`config.mk`:
```
export PLATFORM = sky130hd
export DESIGN_NAME = tqvp_spi_bridge
export DESIGN_NICKNAME = d
export VERILOG_FILES = /design/src/rtl/tqvp_spi_bridge.sv
export SDC_FILE = /design/constraint.sdc
export NUM_CORES = 1
export LEC_CHECK = 0
export ABC_AREA = 1
export CAP_MARGIN = 20
export CORE_MARGIN = 1.5
export CORE_UTILIZATION = 56
export CTS_BUF_LIST = sky130_fd_sc_hd__clkbuf_4
export CTS_CLUSTER_DIAMETER = 40
export DETAILED_ROUTE_END_ITERATION = 16
export PLACE_DENSITY_LB_ADDON = 0.3
export SETUP_SLACK_MARGIN = 0.2
export SLEW_MARGIN = 20
export SYNTH_ARGS = -nofsm -noshare
export SYNTH_HDL_FRONTEND = slang
export SYNTH_SLANG_ARGS = --single-unit
```
`constraint.sdc`:
```
create_clock -name clk -period 2.79 [get_ports clk]
set_input_delay 0.4185 -clock clk [delete_from_list [all_inputs] [get_ports clk]]
set_output_delay 0.4185 -clock clk [all_outputs]
set_load 0.02 [all_outputs]
```
`src/rtl/tqvp_spi_bridge.sv`:
```
// SPI mode-0 slave that turns framed register accesses into per-channel read/write strobes.
// Optional SPI_BRIDGE_STATUS_EN appends an 8-bit status byte on MISO after each data phase.
module tqvp_spi_bridge #(
    parameter int unsigned ADDR_W = 6,
    parameter int unsigned NUM_CH = 2
) (
    input  logic                  clk,
    input  logic                  rst_n,
    input  logic                  spi_cs_n,
    input  logic                  spi_clk,
    input  logic                  spi_mosi,
    output logic                  spi_miso,
    output logic [ADDR_W-1:0]     address,
    output logic [31:0]           data_in,
    output logic [2*NUM_CH-1:0]   data_write_n,
    output logic [2*NUM_CH-1:0]   data_read_n,
    input  logic [32*NUM_CH-1:0]  data_out,
    input  logic [NUM_CH-1:0]     data_ready,
    output logic                  err,
    input  logic                  err_clr,
    output logic                  busy
);

    localparam int unsigned DATA_W = 32;
    localparam int unsigned CNT_W  = 6;
    localparam int unsigned STB_W  = 2 * NUM_CH;
    localparam logic [2:0]  NUM_CH_L = 3'(NUM_CH);

    typedef enum logic [2:0] {
        S_IDLE, S_HDR, S_WDATA, S_RD_WAIT, S_RDATA, S_DONE
    } state_e;

    state_e              state_q, state_d;
    logic                spi_clk_q, cs_n_q;
    logic [CNT_W-1:0]    cnt_q, cnt_d;
    logic [14:0]         hdr_q, hdr_d;
    logic [1:0]          wid_q, wid_d;
    logic [1:0]          ch_q, ch_d;
    logic                ok_q, ok_d;
    logic [DATA_W-2:0]   wsh_q, wsh_d;
    logic [DATA_W-1:0]   rd_q, rd_d;
    logic                rd_act_q, rd_act_d;
    logic                miso_q, miso_d;
    logic [ADDR_W-1:0]   address_q, address_d;
    logic [DATA_W-1:0]   data_in_q, data_in_d;
    logic [STB_W-1:0]    wr_n_q, wr_n_d;
    logic [STB_W-1:0]    rd_n_q, rd_n_d;
    logic                err_q, err_d;
    logic                busy_q, busy_d;

    logic                spi_rise, spi_fall;
    logic [15:0]         hdr_full;
    logic                hdr_ok;
    logic [CNT_W-1:0]    nbits;
    logic                last_bit;
    logic [DATA_W-1:0]   sel_out;
    logic                sel_rdy;
    logic [DATA_W-1:0]   cap_v;
    logic                err_set;
    logic                wr_fire;

    function automatic logic [CNT_W-1:0] width_bits(input logic [1:0] w);
        case (w)
            2'b00:   return 6'd8;
            2'b01:   return 6'd16;
            default: return 6'd32;
        endcase
    endfunction

    function automatic logic [DATA_W-1:0] width_mask(input logic [1:0] w);
        case (w)
            2'b00:   return 32'h0000_00FF;
            2'b01:   return 32'h0000_FFFF;
            default: return 32'hFFFF_FFFF;
        endcase
    endfunction

    function automatic logic [STB_W-1:0] strobe_vec(input logic [1:0] ch, input logic [1:0] w);
        logic [STB_W-1:0] v;
        v = '1;
        for (int unsigned c = 0; c < NUM_CH; c++) begin
            if (ch == 2'(c)) v[2*c +: 2] = w;
        end
        return v;
    endfunction

    assign spi_rise = spi_clk & ~spi_clk_q;
    assign spi_fall = ~spi_clk & spi_clk_q;
    assign hdr_full = {hdr_q, spi_mosi};
    assign hdr_ok   = (hdr_full[14:13] != 2'b11) && ({1'b0, hdr_full[12:11]} < NUM_CH_L);
    assign nbits    = width_bits(wid_q);
    assign last_bit = (cnt_q == nbits - 6'd1);

`ifdef SPI_BRIDGE_STATUS_EN
    logic [7:0] status_v;
    assign status_v = {err_q, 3'b000, ch_q, wid_q};
`endif

    // Read data and handshake of the addressed channel
    always_comb begin
        sel_out = '1;
        sel_rdy = 1'b0;
        for (int unsigned c = 0; c < NUM_CH; c++) begin
            if (ch_q == 2'(c)) begin
                sel_out = data_out[32*c +: 32];
                sel_rdy = data_ready[c];
            end
        end
    end

    always_comb begin
        state_d   = state_q;
        cnt_d     = cnt_q;
        hdr_d     = hdr_q;
        wid_d     = wid_q;
        ch_d      = ch_q;
        ok_d      = ok_q;
        wsh_d     = wsh_q;
        rd_d      = rd_q;
        rd_act_d  = rd_act_q;
        miso_d    = 1'b0;
        address_d = address_q;
        data_in_d = data_in_q;
        cap_v     = rd_q;
        err_set   = 1'b0;
        wr_fire   = 1'b0;

        case (state_q)
            S_IDLE: begin
                cnt_d = '0;
                // cs_n_q resets low so a frame already in flight at reset is not joined
                if (!spi_cs_n && cs_n_q) state_d = S_HDR;
            end
            S_HDR: begin
                if (spi_rise) begin
                    hdr_d = hdr_full[14:0];
                    cnt_d = cnt_q + 6'd1;
                    if (cnt_q == 6'd15) begin
                        cnt_d     = '0;
                        wid_d     = hdr_full[14:13];
                        ch_d      = hdr_full[12:11];
                        ok_d      = hdr_ok;
                        address_d = hdr_full[ADDR_W-1:0];
                        err_set   = !hdr_ok;
                        wsh_d     = '0;
                        if (hdr_full[15]) begin
                            state_d = S_WDATA;
                        end else begin
                            state_d  = S_RD_WAIT;
                            rd_act_d = hdr_ok;
                            rd_d     = '1;
                        end
                    end
                end
            end
            S_WDATA: begin
                if (spi_rise) begin
                    wsh_d = {wsh_q[DATA_W-3:0], spi_mosi};
                    cnt_d = cnt_q + 6'd1;
                    if (last_bit) begin
                        cnt_d   = '0;
                        state_d = S_DONE;
                        wr_fire = ok_q;
                        if (ok_q) data_in_d = {wsh_q, spi_mosi};
                    end
                end
            end
            S_RD_WAIT: begin
                if (rd_act_q && sel_rdy) begin
                    cap_v    = sel_out & width_mask(wid_q);
                    rd_act_d = 1'b0;
                end else if (rd_act_q && spi_rise && cnt_q == 6'd7) begin
                    cap_v    = '1;
                    rd_act_d = 1'b0;
                    err_set  = 1'b1;
                end
                rd_d = cap_v;
                if (spi_rise) begin
                    cnt_d = cnt_q + 6'd1;
                    if (cnt_q == 6'd7) begin
                        cnt_d    = '0;
                        state_d  = S_RDATA;
                        rd_act_d = 1'b0;
                        // Left-align so the MSB of the active width shifts out first
                        rd_d     = cap_v << (6'd32 - nbits);
                    end
                end
            end
            S_RDATA: begin
                miso_d = miso_q;
                if (spi_fall) begin
                    miso_d = rd_q[DATA_W-1];
                    rd_d   = {rd_q[DATA_W-2:0], 1'b0};
                end
                if (spi_rise) begin
                    cnt_d = cnt_q + 6'd1;
                    if (last_bit) begin
                        cnt_d   = '0;
                        state_d = S_DONE;
                        miso_d  = 1'b0;
                    end
                end
            end
            S_DONE: begin
`ifdef SPI_BRIDGE_STATUS_EN
                if (cnt_q < 6'd8) begin
                    miso_d = miso_q;
                    if (spi_fall) miso_d = status_v[3'd7 - cnt_q[2:0]];
                    if (spi_rise) begin
                        cnt_d = cnt_q + 6'd1;
                        if (cnt_q == 6'd7) miso_d = 1'b0;
                    end
                end
`endif
            end
            default: state_d = S_IDLE;
        endcase

        // Deselect aborts any frame; nothing pending may complete
        if (spi_cs_n) begin
            state_d   = S_IDLE;
            cnt_d     = '0;
            rd_act_d  = 1'b0;
            wr_fire   = 1'b0;
            miso_d    = 1'b0;
            data_in_d = data_in_q;
        end
    end

    always_comb begin
        err_d = err_q;
        if (err_clr) err_d = 1'b0;
        if (err_set) err_d = 1'b1;
        wr_n_d = wr_fire ? strobe_vec(ch_q, wid_q) : '1;
        rd_n_d = rd_act_d ? strobe_vec(ch_d, wid_d) : '1;
        busy_d = (state_d != S_IDLE);
    end

    always_ff @(posedge clk or negedge rst_n) begin
        if (!rst_n) begin
            state_q   <= S_IDLE;
            spi_clk_q <= 1'b0;
            cs_n_q    <= 1'b0;
            cnt_q     <= '0;
            hdr_q     <= '0;
            wid_q     <= '0;
            ch_q      <= '0;
            ok_q      <= 1'b0;
            wsh_q     <= '0;
            rd_q      <= '0;
            rd_act_q  <= 1'b0;
            miso_q    <= 1'b0;
            address_q <= '0;
            data_in_q <= '0;
            wr_n_q    <= '1;
            rd_n_q    <= '1;
            err_q     <= 1'b0;
            busy_q    <= 1'b0;
        end else begin
            state_q   <= state_d;
            spi_clk_q <= spi_clk;
            cs_n_q    <= spi_cs_n;
            cnt_q     <= cnt_d;
            hdr_q     <= hdr_d;
            wid_q     <= wid_d;
            ch_q      <= ch_d;
            ok_q      <= ok_d;
            wsh_q     <= wsh_d;
            rd_q      <= rd_d;
            rd_act_q  <= rd_act_d;
            miso_q    <= miso_d;
            address_q <= address_d;
            data_in_q <= data_in_d;
            wr_n_q    <= wr_n_d;
            rd_n_q    <= rd_n_d;
            err_q     <= err_d;
            busy_q    <= busy_d;
        end
    end

    assign spi_miso     = miso_q;
    assign address      = address_q;
    assign data_in      = data_in_q;
    assign data_write_n = wr_n_q;
    assign data_read_n  = rd_n_q;
    assign err          = err_q;
    assign busy         = busy_q;

endmodule

```
==> flow_summary.yaml <==
worst_setup_path:
  path_buf_inv: 3
  endpoint_kind: "register"
  cpMaxStageDelayCell: "dfrtp_1"
  slowest_delay_ns: 0.43
  arrival_ns: 2.70
  r2r_slack_ns: 0.52
  cp.required_ns: 3.23
  crit_fanout: 64
  crit_top_cell: "nand2_1"
  critPathTopFamily: "simple AND/OR/NAND/NOR gates"
  criticalPathCategory: "reg2reg"
  reg2reg_depth: 13
  cp_num_cells: 13
  worstPathCellList: "nor2_2 -> inv_1 -> ha_1 -> inv_1 -> nand2_1 -> nand2_1 -> xor2_1 -> nand2_1 -> nor2_1 -> nand2_2 -> buf_12 -> nand2_1 -> o21ai_0"
  worstSetupStartpointType: "register"
cts:
  cts_tree: "done"
  cts.clk_slew.worst_paths_ns: 0.13
  clkLatencyLatePin_ns: 0.55
  cts_hold_buffers: 1
  cts_made_buffers: 17
  cts-htree-levels: 4
  cts_buffer_depth: 2
  cts_num_sinks: 144
  cts-root-buf: "clkbuf_4"
  post_cts_buffers: 0
  post_cts_resized: 0
power:
  pwr-share-comb: 0.081
  switching_share: 0.266
  pwr-share-clk: 0.318
  pwr-share-seq: 0.601
  powerDensity_nw_per_um2: 377
  cellLeakagePower_nw: 4.73
  ir_worst_vdd_mv: 0.385
  switchingPower_mw: 0.962
  intPower_mw: 2.65
sta:
  fin_tns_setup_ns: 0
  slew_violations: 0
  fin_crit_ns: 2.27
  hold_violations: 0
  whs_ns: 0.418
  fin_skew_ns: 0.00989
  min_period_over_period: 0.812
  max_freq_mhz: 441
  maxSlewHeadroom: 0.368
  setup_viol_count_final: 0
  rsz0062_at_grt: "no"
  worst_pin_slew_ns: 0.945
route:
  drc: 0
  totalWireLength_microns: 20700
  via_count: 7702
  dr.pass1.iters: 5
  drtIter0Drc: 844
  ant_nets: 0
  wl_per_cell_microns: 14.7
  via_per_inst: 5.49
finish:
  drive_gt1_frac: 0.0752
  final_nets: 1286
  mostFrequentLayoutCells: "nand2_1, nand3_1, inv_1"
  antenna_cells: 0
  area_growth_pct: 19.9
  stdcell_count: 1404
  final_common_cell: "nand2_1"
floorplanning:
  core_sq_um: 13900
  rows: 43
  die_height_microns: 123
  start_util: 0.574
  io_pins: 121
  die_w_microns: 123
  die_area_sq_um: 15000
synth:
  synthCells: 1107
  synth_warnings: 0
  ys_ff_latch: 144
  synth-seq-area-share: 0.451
  synthFlopType: "dfrtp_1"
  avgSynthCellArea_sq_um: 7.23
  synth_cell_type_count: 39
  synth_edf_count: 0
  syn_nets: 1182
  ys_async_sr_fraction: 1.00
  yosys.area.top_type_share: 0.425
  synth_top_cell_by_area: "dfrtp_1"
  yosys-top-cells-area: "dfrtp_1, nand2_1, nand3_1"
  syn_area_sq_um: 8000
global_route:
  use_met3: 0.0683
  grt_usage: 0.299
  grt_pass1_vias: 7381
  antenna_found_initial: 0
  grt_use_met1: 0.386
  grt_busiest_layer: "met2"
  gr-usage-met2: 0.469
  grt_pass1_wl_microns: 35000
  grt_max_degree: 70
  grt_overflow: 0
min_path:
  min_path_type: "in2async"
placement:
  numPortBuffers: 120
  hpwl_microns: 14400
  place.gp.congestion: 0.921
  dp_cells: 1371
outcome:
  status: "finished, final reports clean"
flow_run:
  drv_cap: 0
[per-stage QoR]
stage,util,setup slack [ns],area (sq um),power [mW]
4_1_cts,0.689,0.531,9600,3.64
3_5_place_dp,0.671,0.265,9350,2.51
2_1_floorplan,-,0.360,8000,2.32
6_report,0.689,0.525,9600,3.61
3_3_place_gp,0.671,0.367,9350,2.50
5_1_grt,0.689,0.307,9600,3.78
[worst paths after layout]
check                          from     endpoint
max                        wid_q[0]  data_in[10]
min                           rst_n     rd_q[28]
max reg2reg                wid_q[0]  data_in[10]
min reg2reg                hdr_q[6]     hdr_q[6]
max in group asynchronous     rst_n  data_in[14]
min in group clk            err_clr          err
[cells in the mapped netlist, types with 2 or more instances]
| library cell | count |
|---|---|
| clkbuf_1 | 15 |
| o21ai_1 | 42 |
| inv_1 | 153 |
| dfstp_2 | 8 |
| a31oi_1 | 3 |
| inv_2 | 8 |
| nand3_1 | 187 |
| clkbuf_2 | 3 |
| nor2_1 | 78 |
| dfrtp_1 | 136 |
| nand3_2 | 2 |
| a21oi_1 | 46 |
| o21ai_0 | 73 |
| xor2_1 | 3 |
| nor2_4 | 3 |
| buf_2 | 28 |
| nand3b_1 | 6 |
| a21oi_2 | 2 |
| nand2_2 | 5 |
| buf_4 | 5 |
| ha_1 | 3 |
| nor3_1 | 5 |
| o22ai_1 | 18 |
| buf_1 | 4 |
| and2_1 | 3 |
| nand2_1 | 250 |
| nor2_2 | 4 |
| o21ai_2 | 3 |
[area by class of cell]
class,count,area (sq um)
well taps,180,225
clock buffers,19,143
flip-flops and latches,144,3610
inverters,161,604
repair buffers,141,1400
multi-input cells,746,3520
clock inverters,13,88.8
fillers,1164,4340
[kinds of logic after synthesis]
kind of cell / Yosys count / synth area share
AO/OA/AOI/OAI: 190 / 0.126
XOR/XNOR: 3 / 0.00328
adder cells (fa/ha/maj): 3 / 0.00469
buffers and inverters: 217 / 0.110
flip-flops: 144 / 0.451
AND/OR/NAND/NOR: 550 / 0.305
[sequential cells by signal, summed over array words and instances (netlist names), 2 cells and up]
signal,cells
rd_q,32
wid_q,2
data_in,32
address,6
data_read_n,4
wsh_q,31
ch_q,2
hdr_q,15
data_write_n,4
cnt_q,6
state_q,3
[metal layers]
layer  wire [microns]  share of wire
met1             8720           0.42
met5                0              0
met4              970          0.047
met2             9650           0.47
met3             1370          0.066
[power by group through the flow]
stage	logic (mW)	clock network [mW]	registers, mW
3_5_place_dp	0.296	0	2.21
6_report	0.294	1.15	2.17
3_3_place_gp	0.289	0	2.21
4_1_cts	0.298	1.17	2.17
2_1_floorplan	0.116	0	2.20
5_1_grt	0.335	1.27	2.18
Note: power is estimated with default switching activity, not from simulation.
